[src/rtl/vexriscv_ram_arbiter.sv]
// Round-robin arbiter that shares the VexRiscv dbus RAM port between the CPU and the program loader.
// Optional feature macro: VEXRISCV_RAM_ARB_LOCK_EN (adds ldr_lock / cpu_locked for exclusive loader access).
module vexriscv_ram_arbiter #(
    parameter int NB_COL    = 4,
    parameter int COL_WIDTH = 8,
    parameter int RAM_DEPTH = 1024,
    localparam int AW = $clog2(RAM_DEPTH-1),
    localparam int DW = NB_COL*COL_WIDTH
) (
    input  logic              clk,
    input  logic              rst,
    input  logic              cpu_cmd_valid,
    output logic              cpu_cmd_ready,
    input  logic              cpu_cmd_wr,
    input  logic [AW-1:0]     cpu_cmd_addr,
    input  logic [DW-1:0]     cpu_cmd_data,
    input  logic [NB_COL-1:0] cpu_cmd_mask,
    output logic              cpu_rsp_valid,
    output logic [DW-1:0]     cpu_rsp_data,
    input  logic              ldr_cmd_valid,
    output logic              ldr_cmd_ready,
    input  logic              ldr_cmd_wr,
    input  logic [AW-1:0]     ldr_cmd_addr,
    input  logic [DW-1:0]     ldr_cmd_data,
    input  logic [NB_COL-1:0] ldr_cmd_mask,
    output logic              ldr_rsp_valid,
    output logic [DW-1:0]     ldr_rsp_data,
`ifdef VEXRISCV_RAM_ARB_LOCK_EN
    input  logic              ldr_lock,
    output logic              cpu_locked,
`endif
    output logic              ram_en,
    output logic [NB_COL-1:0] ram_we,
    output logic [AW-1:0]     ram_addr,
    output logic [DW-1:0]     ram_din,
    input  logic [DW-1:0]     ram_dout
);

    logic              w_lock;
    logic              w_gnt_cpu;
    logic              w_gnt_ldr;
    logic              w_gnt;
    logic              w_wr;
    logic [AW-1:0]     w_addr;
    logic [DW-1:0]     w_din;
    logic [NB_COL-1:0] w_mask;

    // 0 = CPU, 1 = loader; resets to loader so the CPU wins the first contention.
    logic              r_last_grant;
    logic              r_rd_pend;
    logic              r_rd_owner;

`ifdef VEXRISCV_RAM_ARB_LOCK_EN
    logic              r_cpu_locked;

    assign w_lock     = ldr_lock;
    assign cpu_locked = r_cpu_locked;

    always_ff @(posedge clk) begin
        if (rst) begin
            r_cpu_locked <= 1'b0;
        end else begin
            r_cpu_locked <= ldr_lock;
        end
    end
`else
    assign w_lock = 1'b0;
`endif

    // Under contention the requester that did not win last time is served.
    assign w_gnt_cpu = !rst && cpu_cmd_valid && !w_lock && (!ldr_cmd_valid || r_last_grant);
    assign w_gnt_ldr = !rst && ldr_cmd_valid && (w_lock || !cpu_cmd_valid || !r_last_grant);
    assign w_gnt     = w_gnt_cpu || w_gnt_ldr;

    assign cpu_cmd_ready = w_gnt_cpu;
    assign ldr_cmd_ready = w_gnt_ldr;

    always_comb begin
        w_wr   = cpu_cmd_wr;
        w_addr = cpu_cmd_addr;
        w_din  = cpu_cmd_data;
        w_mask = cpu_cmd_mask;
        if (w_gnt_ldr) begin
            w_wr   = ldr_cmd_wr;
            w_addr = ldr_cmd_addr;
            w_din  = ldr_cmd_data;
            w_mask = ldr_cmd_mask;
        end
    end

    assign ram_en   = w_gnt;
    assign ram_we   = (w_gnt && w_wr) ? w_mask : '0;
    assign ram_addr = w_addr;
    assign ram_din  = w_din;

    // Locked grants leave the round-robin pointer untouched.
    always_ff @(posedge clk) begin
        if (rst) begin
            r_last_grant <= 1'b1;
            r_rd_pend    <= 1'b0;
            r_rd_owner   <= 1'b0;
        end else begin
            if (w_gnt && !w_lock) begin
                r_last_grant <= w_gnt_ldr;
            end
            r_rd_pend  <= w_gnt && !w_wr;
            r_rd_owner <= w_gnt_ldr;
        end
    end

    assign cpu_rsp_valid = !rst && r_rd_pend && !r_rd_owner;
    assign ldr_rsp_valid = !rst && r_rd_pend && r_rd_owner;
    assign cpu_rsp_data  = ram_dout;
    assign ldr_rsp_data  = ram_dout;

endmodule

[config.mk]
export PLATFORM = sky130hd
export DESIGN_NAME = vexriscv_ram_arbiter
export DESIGN_NICKNAME = d
export VERILOG_FILES = /design/src/rtl/vexriscv_ram_arbiter.sv
export SDC_FILE = /design/constraint.sdc
export NUM_CORES = 1
export LEC_CHECK = 0
export BUFFER_PORTS_ARGS = -buffer_cell sky130_fd_sc_hd__buf_2
export CAP_MARGIN = 5
export CELL_PAD_IN_SITES_DETAIL_PLACEMENT = 1
export CELL_PAD_IN_SITES_GLOBAL_PLACEMENT = 1
export CORE_AREA = 2 2 96 98
export CTS_CLUSTER_SIZE = 8
export DETAILED_ROUTE_END_ITERATION = 10
export DIE_AREA = 0 0 98 100
export PLACE_DENSITY_LB_ADDON = 0.05
export RECOVER_POWER = 25
export SYNTH_ARGS = -nofsm -noshare
export SYNTH_HDL_FRONTEND = slang
export SYNTH_SLANG_ARGS = --single-unit
[constraint.sdc]
create_clock -name clk -period 2.9 [get_ports clk]
set_input_delay 0.145 -clock clk [delete_from_list [all_inputs] [get_ports clk]]
set_output_delay 0.145 -clock clk [all_outputs]
set_load 0.03 [all_outputs]
==> summary.txt <==
TNS Setup = 0 ps
Worst path required time = 2760 ps
Final setup fails = 0
Status = finished clean
Io pins = 245
CTS tree = done
Cts-stage hold buffer count = 0
Clk_skew = 0.5936 ps
Drt pass-1 iters = 3
Register area = 60.06 µm²
Drt total wl = 5712 µm
Critical path data arrival time = 1880 ps
Share of layout cells above drive strength 1 = 86.46%
Initial core utilization = 16.20%
Layout area overhead = 25.98%
Multi-input gate area = 810.8 µm²
Mapped Cells = 144
GPL Wtd Cong = 0.6896
Hpwl dp = 5100 µm
Mean post-synth cell area = 10.00 µm²
Slew headroom = 71.84%
Max_cap viols = 0
Clk Latency, worst-skew pair = 210 ps
Final Max Slew Viols = 0
Clock Sinks = 3
Setup CP Type = reg2out
Tcrit/Tclk final = 69.87%
Critical path startpoint category = register
Post-Syn Nets = 274
XOR/XNOR share of the synthesized area = 0%
HP Class = in2reg
Most frequent cells in the layout = buf_2, mux2_4, o21ai_0
PD cells = 282.6 nW/µm²
Core ar. = 8890 µm²
Row count = 35
Die width = 98 µm
Largest family of logic cells by synthesized area = multiplexers
Vias in the first global route = 1,340
Fraction of the mapped netlist area in adder cells = 0%
Non-Filler Instances = 340
Sequential element share of the synthesized area = 4.170%
Filler instances = 1,084
CTS buffer count = 3
First-pass GRT wire length = 8024 µm
Multiplexer share of the synthesized area = 43.01%
Remaining antenna violation count after routing = 0
CP max-delay cell = mux2_2
CTS resizes = 0
Setup bufs post-CTS = 0
Routed len/inst = 16.80 µm
Hold Vio Cnt, Final = 0
Total power = 0.5128 mW
VDD IR-drop max = 0.09713 mV
Global Route Usage Sum = 10.47%
Synthesized cell area = 1440 µm²
Crit path cell chain = a21bo_4, nor2_8, buf_4, mux2_2, buf_2
Synth unique cells = 19
Simple-gate share of the synthesized area = 7.211%
Clk buf depth = 2
Total gr overflow = 0
RSZ-0062 raised after global routing = false
CP Max Fanout = 23
Via/cell ratio = 3.832
Fmax = 493.5 MHz
Worst-path clk slew = 30 ps
Number of DRC markers in iteration 0 = 18
Final layout net count = 360
Die area = 9800 µm²
Initial antenna violation count = 0
Hold_ws = 219.8 ps
Largest net degree at the start of global routing = 24
Commonest non-fill, non-tap cell in the layout = buf_2
Vias = 1,303
Input/output buffers = 148
Worst-Margin Slew = 422.4 ps
Synth Area in Compound Gates = 6.082%
Cells after DPL = 336
Pleak = 1.027 nW
Final min period = 2026 ps
Worst path max stage delay = 390 ps
Root Driver = clkbuf_8
Ys Warns = 0
Critical path capture point type = output pin
Die height = 100 µm
Yosys reg bits = 3
H-tree depth = 1
Drc violations = 0
# diodes = 0
cells in the mapped netlist:
cell type	number	area share (%)
a21bo_4	1	1.1
a21boi_2	1	0.78
a22oi_1	4	2.1
and3_1	3	1.3
buf_12	4	5.6
buf_2	1	0.35
buf_4	64	33
dfxtp_1	3	4.2
inv_1	1	0.26
mux2_2	3	2.3
mux2_4	39	41
nand2_1	2	0.52
nand3_1	5	1.7
nand4_1	1	0.43
nor2_1	3	0.78
nor2_8	1	1.4
nor3b_1	1	0.52
o21ai_0	6	2.1
or2b_1	1	0.52
per-layer routing:
layer / track usage (%) / routed length (µm) / vias up
met4: 4.167 / 157 / 0
li1: - / - / 602
met5: 0 / 0 / -
met3: 3.273 / 618 / 20
met1: 11.07 / 2004 / 576
met2: 19.34 / 2932 / 105
cell type report:
cell class,count,share of cell area (%)
Clock buffer,4,2.483
Inverter,1,0.2069
Multi-Input combinational cell,71,44.69
Sequential cell,3,3.310
Tap cell,111,7.655
Timing Repair Buffer,150,41.66
report_power, final:
group | switching [mW] | internal, mW
Combinational | 0.189 | 0.156
Sequential | 0.00219 | 0.0443
Clock | 0.0273 | 0.0937
kinds of logic (layout without fill, tap and decap cells):
| group | count (synthesis) | after routing |
|---|---|---|
| buf+inv | 70 | 155 |
| flops | 3 | 3 |
| compound gates | 12 | 12 |
| mux | 42 | 42 |
| simple gates | 17 | 17 |
worst paths after layout:
check                           cells after the start           end  slack [ps]          start
worst max register to register                      3     r_rd_pend        1710   r_last_grant
worst min-delay path                                3  r_last_grant         220  ldr_cmd_valid
worst max-delay path                                5   ram_addr[9]         870   r_last_grant
worst min register to register                      3  r_last_grant         570   r_last_grant
metrics by stage:
| stage | worst slack, ps | instance area, µm² | utilization [%] |
|---|---|---|---|
| 6_report | 873.7 | 1814 | 20.41 |
| 5_1_grt | 781.5 | 1814 | 20.41 |
| 4_1_cts | 847.6 | 1814 | 20.41 |
| 3_5_place_dp | 1086 | 1769 | 19.90 |
| 3_3_place_gp | 1108 | 1769 | 19.90 |
| 2_1_floorplan | 1451 | 1440 | - |
flip-flops by register name (all words and copies together), names as in the netlist:
signal        count
r_rd_pend         1
r_last_grant      1
r_rd_owner        1
worst max-delay path, delay by kind of cell, from the launching register on:
family	cells	cell delay [ps]
AND/OR/NAND/NOR	1	80
buffers and inverters	2	550
AO/OA/AOI/OAI	1	270
flip-flops	1	350
multiplexers	1	390
No activity file was read; power rests on OpenSTA's default activity.
